[src/rtl/io_output_ctrl_if.sv]
`default_nettype none
// ----------------------------------------------------------------------------
// io_output_ctrl_if : CPU store port and LED / 7-segment drive of io_output_ctrl
// Revision 1.0
// ----------------------------------------------------------------------------
interface io_output_ctrl_if;
  logic        mem_write;
  logic        LedCtrl;
  logic        SegCtrl;
  logic [31:0] address;
  logic [31:0] write_data;
  logic [15:0] led_out;
  logic [7:0]  seg_an;
  logic [7:0]  seg_out;

  modport master (
    output mem_write, LedCtrl, SegCtrl, address, write_data,
    input  led_out, seg_an, seg_out
  );

  modport slave (
    input  mem_write, LedCtrl, SegCtrl, address, write_data,
    output led_out, seg_an, seg_out
  );
endinterface
`default_nettype wire

[src/rtl/io_output_ctrl.sv]
`default_nettype none
// ----------------------------------------------------------------------------
// io_output_ctrl : memory-mapped LED register and 8-digit multiplexed 7-seg driver
// Revision 1.0
// ----------------------------------------------------------------------------
module io_output_ctrl #(
  parameter int SCAN_DIV = 100000
) (
  input  logic             clk,
  input  logic             rst,
  io_output_ctrl_if.slave  bus
);

  localparam int          PW                = $clog2(SCAN_DIV);
  localparam logic [PW-1:0] c_last          = PW'(SCAN_DIV - 1);
  localparam logic [31:0] c_addr_led_full   = 32'hFFFF_FFE1;
  localparam logic [31:0] c_addr_led_low    = 32'hFFFF_FFE3;
  localparam logic [31:0] c_addr_seg_data   = 32'hFFFF_FFE5;
  localparam logic [31:0] c_addr_seg_mask   = 32'hFFFF_FFE7;

  logic [15:0]   r_led;
  logic [31:0]   r_seg_data;
  logic [7:0]    r_seg_mask;
  logic [PW-1:0] r_prescale;
  logic [2:0]    r_idx;
  logic [7:0]    r_seg_an;
  logic [7:0]    r_seg_out;

  logic       w_wr_led_full;
  logic       w_wr_led_low;
  logic       w_wr_seg_data;
  logic       w_wr_seg_mask;
  logic [3:0] w_nibble;
  logic [7:0] w_glyph;
  logic       w_lit;

  always_comb begin
    w_wr_led_full = bus.mem_write && bus.LedCtrl && (bus.address == c_addr_led_full);
    w_wr_led_low  = bus.mem_write && bus.LedCtrl && (bus.address == c_addr_led_low);
    w_wr_seg_data = bus.mem_write && bus.SegCtrl && (bus.address == c_addr_seg_data);
    w_wr_seg_mask = bus.mem_write && bus.SegCtrl && (bus.address == c_addr_seg_mask);
  end

  always_ff @(posedge clk) begin
    if (rst) begin
      r_led      <= 16'h0000;
      r_seg_data <= 32'h0000_0000;
      r_seg_mask <= 8'hFF;
    end else begin
      if (w_wr_led_full) r_led      <= bus.write_data[15:0];
      if (w_wr_led_low)  r_led[7:0] <= bus.write_data[7:0];
      if (w_wr_seg_data) r_seg_data <= bus.write_data;
      if (w_wr_seg_mask) r_seg_mask <= bus.write_data[7:0];
    end
  end

  // Digit scan runs free of the store path so stores never shift the timing.
  always_ff @(posedge clk) begin
    if (rst) begin
      r_prescale <= '0;
      r_idx      <= 3'd0;
    end else if (r_prescale == c_last) begin
      r_prescale <= '0;
      r_idx      <= r_idx + 3'd1;
    end else begin
      r_prescale <= r_prescale + PW'(1);
    end
  end

  always_comb begin
    w_nibble = r_seg_data[{r_idx, 2'b00} +: 4];
    w_lit    = r_seg_mask[r_idx];
    w_glyph  = 8'hFF;
    case (w_nibble)
      4'h0: w_glyph = 8'hC0;
      4'h1: w_glyph = 8'hF9;
      4'h2: w_glyph = 8'hA4;
      4'h3: w_glyph = 8'hB0;
      4'h4: w_glyph = 8'h99;
      4'h5: w_glyph = 8'h92;
      4'h6: w_glyph = 8'h82;
      4'h7: w_glyph = 8'hF8;
      4'h8: w_glyph = 8'h80;
      4'h9: w_glyph = 8'h90;
      4'hA: w_glyph = 8'h88;
      4'hB: w_glyph = 8'h83;
      4'hC: w_glyph = 8'hC6;
      4'hD: w_glyph = 8'hA1;
      4'hE: w_glyph = 8'h86;
      4'hF: w_glyph = 8'h8E;
      default: w_glyph = 8'hFF;
    endcase
  end

  always_ff @(posedge clk) begin
    if (rst) begin
      r_seg_an  <= 8'hFF;
      r_seg_out <= 8'hFF;
    end else begin
      r_seg_an  <= w_lit ? ~(8'b1 << r_idx) : 8'hFF;
      r_seg_out <= w_lit ? w_glyph : 8'hFF;
    end
  end

  assign bus.led_out = r_led;
  assign bus.seg_an  = r_seg_an;
  assign bus.seg_out = r_seg_out;

endmodule
`default_nettype wire

[src/flat_wrapper.sv]
// flat-port wrapper written by rule: the top's interface ports become plain ports
module io_output_ctrl_flat 
#(
  parameter int SCAN_DIV = 100000
)
  (clk, rst, bus_mem_write, bus_LedCtrl, bus_SegCtrl, bus_address, bus_write_data, bus_led_out, bus_seg_an, bus_seg_out);
  io_output_ctrl_if bus_i ();
  input  logic clk;
  input  logic rst;
  input wire logic [$bits(bus_i.mem_write)-1:0] bus_mem_write;
  input wire logic [$bits(bus_i.LedCtrl)-1:0] bus_LedCtrl;
  input wire logic [$bits(bus_i.SegCtrl)-1:0] bus_SegCtrl;
  input wire logic [$bits(bus_i.address)-1:0] bus_address;
  input wire logic [$bits(bus_i.write_data)-1:0] bus_write_data;
  output wire logic [$bits(bus_i.led_out)-1:0] bus_led_out;
  output wire logic [$bits(bus_i.seg_an)-1:0] bus_seg_an;
  output wire logic [$bits(bus_i.seg_out)-1:0] bus_seg_out;
  assign bus_i.mem_write = bus_mem_write;
  assign bus_i.LedCtrl = bus_LedCtrl;
  assign bus_i.SegCtrl = bus_SegCtrl;
  assign bus_i.address = bus_address;
  assign bus_i.write_data = bus_write_data;
  assign bus_led_out = bus_i.led_out;
  assign bus_seg_an = bus_i.seg_an;
  assign bus_seg_out = bus_i.seg_out;
  io_output_ctrl #(.SCAN_DIV(SCAN_DIV)) u_core (.clk(clk), .rst(rst), .bus(bus_i));
endmodule
[config.mk]
export PLATFORM = sky130hd
export DESIGN_NAME = io_output_ctrl_flat
export DESIGN_NICKNAME = d
export VERILOG_FILES = /design/src/rtl/io_output_ctrl_if.sv /design/src/rtl/io_output_ctrl.sv /design/src/flat_wrapper.sv
export SDC_FILE = /design/constraint.sdc
export NUM_CORES = 1
export LEC_CHECK = 0
export ABC_AREA = 1
export CORE_ASPECT_RATIO = 0.6
export CORE_MARGIN = 8
export CORE_UTILIZATION = 51
export DETAILED_ROUTE_END_ITERATION = 10
export PLACE_DENSITY = 0.89
export SLEW_MARGIN = 5
export SYNTH_ARGS = -nofsm -noshare
export SYNTH_HDL_FRONTEND = slang
export SYNTH_SLANG_ARGS = --single-unit
[constraint.sdc]
create_clock -name clk -period 2.1 [get_ports clk]
set_input_delay 0.42 -clock clk [delete_from_list [all_inputs] [get_ports clk]]
set_output_delay 0.42 -clock clk [all_outputs]
set_load 0.02 [all_outputs]
# ---- After elaboration in Yosys (flattened, before gate mapping)
# Memories as Yosys holds them, arrays and structs flattened. A register that Yosys moved wholly into a read port is not among the register bits.
# Cells that the tools add are included.
dict set report word_totals {
  regBits 92
  romBits 112
  input_bits 69
  word_cells 34
  memories 1
}
dict set report classes {
  n_addsub 2
  n_lt_le_gt_ge 1
  n_eq_ne 5
  n_shift 2
  mux 4
  bitwise_logic 2
  reduce_logical 9
}
# name depth width rd rd_clocked_by_memory_dff write_ports line_no
set memory_table {}
lappend memory_table {{(name not given)} 16 7 1 1 0 io_output_ctrl.sv:74} ;# case (w_nibble)
# op n
set ops {}
lappend ops {{32-bit equality test, second input constant} 4}
lappend ops {{32-bit by 6-bit variable part select with 4-bit output} 1}
lappend ops {{17-bit by 1-bit adder with 17-bit output, second input constant} 1}
lappend ops {{17-bit equality test, second input constant} 1}
lappend ops {{8-bit 2-to-1 mux} 2}
lappend ops {{8-bit NOT} 1}
lappend ops {{1-bit by 3-bit << shifter with 8-bit output, first input constant} 1}
lappend ops {{1-bit logical AND} 6}
lappend ops {{3-bit by 4-bit < comparator with 1-bit output, second input constant} 1}
lappend ops {{2-bit OR reduction} 2}
lappend ops {{3-bit by 1-bit adder with 3-bit output, second input constant} 1}
lappend ops {{1-bit binary-select mux with 3-bit select} 1}
lappend ops {{2-bit nonzero test} 1}
lappend ops {{1-bit 2-to-1 mux} 1}
lappend ops {{1-bit NOT} 1}

# ---- Longest topological paths before layout
dict set report depth {
  depth_word 4
  mapped_depth 12
  depth_no_buf 11
}

# ---- Worst setup path before layout
# OpenSTA, ideal clock, no wires.
dict set report synth_path {
  path_type {register to register}
  startpoint {reg u_core.r_idx[0]}
  endpoint {reg u_core.r_seg_out[0], in the netlist u_core.bus.seg_out[0]}
  setup_ns 0.126
  arrival_ns 1.467
  required_ns 1.974
  slack_ns 0.508
  path_stages_with_launch 12
  n_path_buf 1
  cell_sequence {dfxtp_1 > inv_2 > buf_2 > nand2_1 > nand3_1 > nand3_1 > nand2_1 > ha_1 > inv_1 > nand3_1 > nand3_1 > nand3_1}
}
dict set report synth_between {
  elab_chain_cells 4
  word_cells_on_any_way 5
  cone_classes {shift: 1; mux: 2; bitwise: 1; reduce/logical: 1}
}
# item line_no
set synth_lines {}
lappend synth_lines {{from (decl)} io_output_ctrl.sv:25} ;# logic [2:0] r_idx;
lappend synth_lines {{from (signal assigned)} io_output_ctrl.sv:64} ;# r_idx <= r_idx + 3'd1;
lappend synth_lines {{branches (longest 4 deep; another with 32-bit by 6-bit variable part select with 4-bit output)} n/a}
lappend synth_lines {{to (decl)} io_output_ctrl.sv:27} ;# logic [7:0] r_seg_out;
# Parallel ways; which one is timed is not known. The select of a mux whose other input is x is not followed.
# A chain may end at the register's enable or synchronous reset.

# ---- Worst setup path in the final report
dict set report layout_path {
  startpoint {reg u_core.r_idx[1]}
  endpoint {reg u_core.r_seg_out[1], in the netlist u_core.bus.seg_out[1]}
}
# Same word-level chain as after synthesis.

==> PnR_summary.wiki <==
{| class="wikitable"
! Metric !! Value
|-
| Cell Pwr Density || 604 nW/um^2
|-
| Hold Path Origin || u_core.r_prescale[0]
|-
| Sequential cell fraction of total power || 0.473
|-
| Initial Util || 0.516
|-
| Port Buffers || 99
|-
| Pin count of the biggest net entering global routing || between 40 and 50
|-
| Synth Register Bits || 91
|-
| Number of sinks driven by the clock tree || 91
|-
| Average cell area after synthesis || 6.66 um^2
|-
| Max Clk Rate || 0.530 GHz
|-
| EDFF count, synth || 0
|-
| Hold buffer count at CTS || 0
|-
| Antenna diodes || 0
|-
| Share of Yosys cell area claimed by the top area cell type || 0.391
|-
| Critical path type || reg2reg
|-
| Ys flop type || dfxtp_1
|-
| Area of the core || 9020 um^2
|-
| Number of antenna violations at the first check in global routing || 0
|-
| Die area || about 13,000 um^2
|-
| Final HPWL from detailed placement || 9.24 mm
|-
| Clock Path Buffers || 2
|-
| Post-route fraction of the period consumed by the critical path || 0.898
|-
| Portion of total power attributed to the clock network || 0.457
|-
| Largest area contributor in the netlist || dfxtp_1
|-
| Kind of launch point of the worst setup path || flip-flop
|-
| Yosys Warn Count || 0
|-
| Leakage power || between 2 and 3 nW
|-
| Remaining global-route overflow || 0
|-
| Max cap viols || 0
|-
| H-tree depth || 3
|-
| Final cell area excluding filler cells || 6110 um^2
|-
| Total number of vias || 4,585
|-
| Post-route DRC violation count || 0
|-
| Result of the run || complete, no violations
|-
| Number of global-route vias before repair || 4,545
|-
| Final cell count without fillers || 916
|-
| Pins over their slew limit || 0
|-
| Final count of hold timing violations || 0
|-
| Detailed-route wire length || roughly 12 mm
|-
| Final worst clock skew || ~5.6 ps
|-
| Layout filler cell count || between 700 and 800
|-
| Final net count || 876
|-
| Cell at the root of the clock tree || clkbuf_16
|-
| Leading cell types by count after synthesis || 178 x nand2_1, 120 x inv_1, 91 x dfxtp_1
|-
| Average routed wire per standard cell || approximately 13 um
|-
| Switching power of the nets || 755 uW
|-
| Area occupied by multi-input gates || 2220 um^2
|-
| Instance area after placement || a little under 6000 um^2
|-
| Post-cts repair resize count || 0
|-
| Die span in x || 139 um
|-
| Largest cells by area after synthesis || dfxtp_1 39%, nand2_1 14%, inv_1 9.7%
|-
| Global router's overall resource usage || 0.199
|-
| Arrival time of data at the critical path endpoint || 2100 ps
|-
| Hold/Removal Path Class || reg2reg
|-
| Number of buffers inserted during clock tree synthesis || 9
|-
| Clock insertion delay at the later pin of the skew report || about 340 ps
|-
| Highest ir drop seen on vdd || 0.382 mV
|-
| Setup repair bufs after CTS || 0
|-
| Clock tree from TritonCTS || done
|-
| Setup-violating endpoint count in the final report || 0
|-
| Mapped Area || 4660 um^2
|-
| FFs w/ async S/R, synth || 0
|-
| FF/Latch Area || 1820 um^2
|-
| Die Ht || between 90 and 100 um
|-
| Setup repair after global routing missed its margin || no
|-
| Std cell rows || 27
|-
| # placed instances || 900
|-
| Relative contribution of combinational cells to total power || 0.070
|-
| Switching part of the total || 0.205
|-
| RR Startpoint || u_core.r_idx[1]
|-
| Nets in the synthesized netlist || 780
|-
| Share of post-route cells with drive strength above 1 || 0.0588
|-
| Most repeated cell in the gate-level netlist after synthesis || nand2_1
|-
| Drt first-iter violations || 374
|-
| Crit. Startpoint || u_core.r_idx[1]
|-
| Placer Congestion || between 0.8 and 0.9
|-
| Total iterations of the first detailed-routing run || 5
|-
| Power Internal || 2.93 mW
|-
| Type of element capturing the critical path || flip-flop
|-
| Number of instances in the synthesized netlist || between 600 and 700
|-
| Min Tclk post-route || 1890 ps
|-
| CP required || 2310 ps
|-
| Clock-pin slew on the worst setup and hold paths || 60 ps
|-
| Area growth from synthesis to final layout || 31.2%
|-
| Post-route ant nets || 0
|-
| Global-route wire length before repair || between 20 and 25 mm
|-
| Number of I/O pins || 101
|-
| Portion of the post-synthesis area used by sequential elements || 0.391
|-
| Maximum fanout count along the critical path || 13
|-
| Number of library cell types mapped by synthesis || 32
|-
| Routed via count divided by cell count || 5.01
|}
cells by family (layout without fill, tap and decap cells):
group	Yosys count	after routing	share of synthesized area
compound gates	63	63	0.0690
xor+xnor	6	6	0.0113
fa+ha+maj	12	12	0.0322
buf+inv	150	251	0.133
flops	91	91	0.391
other cells	1	1	0.000805
simple gates	376	376	0.363
final cells by class:
type | instances | area share
clock inverters | 4 | 0.0123
flip-flops and latches | 91 | 0.298
clock buffers | 12 | 0.0387
well taps | 116 | 0.0238
multi-input cells | 458 | 0.363
repair buffers | 111 | 0.187
inverters | 124 | 0.0766
metrics by stage:
step | util | setup TNS (ps) | hold slack (ps) | worst slack [ps] | power (mW)
2_1_floorplan | - | 0 | 418 | 508 | 1.86
3_3_place_gp | 0.642 | 0 | 427 | 90.2 | 2.04
3_5_place_dp | 0.642 | -0.774 | 438 | -0.774 | 2.04
4_1_cts | 0.677 | 0 | 450 | 158 | 3.72
5_1_grt | 0.677 | 0 | 468 | 29.3 | 3.82
6_report | 0.677 | 0 | 450 | 214 | 3.69
worst max-delay path, stage by stage, from the launching register on:
cell and delay (ps):
dfxtp_1 310, inv_1 340, nand3_1 210, nand3_1 110
nand2_1 160, ha_1 330, nand3_1 100, inv_1 50
nand2_1 50, nand3_1 80
path summary, 6_finish.rpt:
check	to	slack, ps	cells past startpoint
worst min-delay path	u_core.r_prescale[0]	450	1
worst max-delay path	u_core.bus.seg_out[1]	210	9
worst min register to register	u_core.r_prescale[0]	450	1
worst max register to register	u_core.bus.seg_out[1]	210	9
power groups by stage:
| stage | combinational [mW] | sequential, mW | clock, mW |
|---|---|---|---|
| after floorplan | 0.0733 | 1.79 | 0 |
| after global placement | 0.255 | 1.78 | 0 |
| after detailed placement | 0.259 | 1.78 | 0 |
| after CTS | 0.260 | 1.74 | 1.72 |
| after global routing | 0.282 | 1.74 | 1.79 |
| final | 0.260 | 1.74 | 1.69 |
state kept, by name (all words and copies together) (netlist names):
signal	count
u_core.bus.seg_out	7
u_core.r_prescale	17
u_core.bus.led_out	16
u_core.r_seg_mask	8
u_core.r_idx	3
u_core.bus.seg_an	8
u_core.r_seg_data	32
per-layer routing:
metal	wire length, um	global-route usage	share of wire	up-vias
met3	1230	0.0770	0.10	14
li1	-	-	-	2352
met2	5440	0.328	0.45	181
met5	0	0	0	-
met4	123	0.0518	0.010	0
met1	5320	0.237	0.44	2038
layout by cell type (no fill, tap or decap), types with 3 or more instances in the layout:
cell / count
a21oi_1: 16
buf_12: 5
buf_4: 7
clkbuf_1: 3
clkbuf_16: 9
clkdlybuf4s50_1: 99
dfxtp_1: 90
ha_1: 12
inv_1: 120
nand2_1: 178
nand3_1: 64
nand3_2: 4
nand3_4: 4
nand4_1: 19
nor2_1: 85
nor2_2: 4
nor3_1: 8
o21ai_0: 30
o21ai_1: 14
xor2_1: 5
Note: power is estimated with default switching activity, not from simulation.
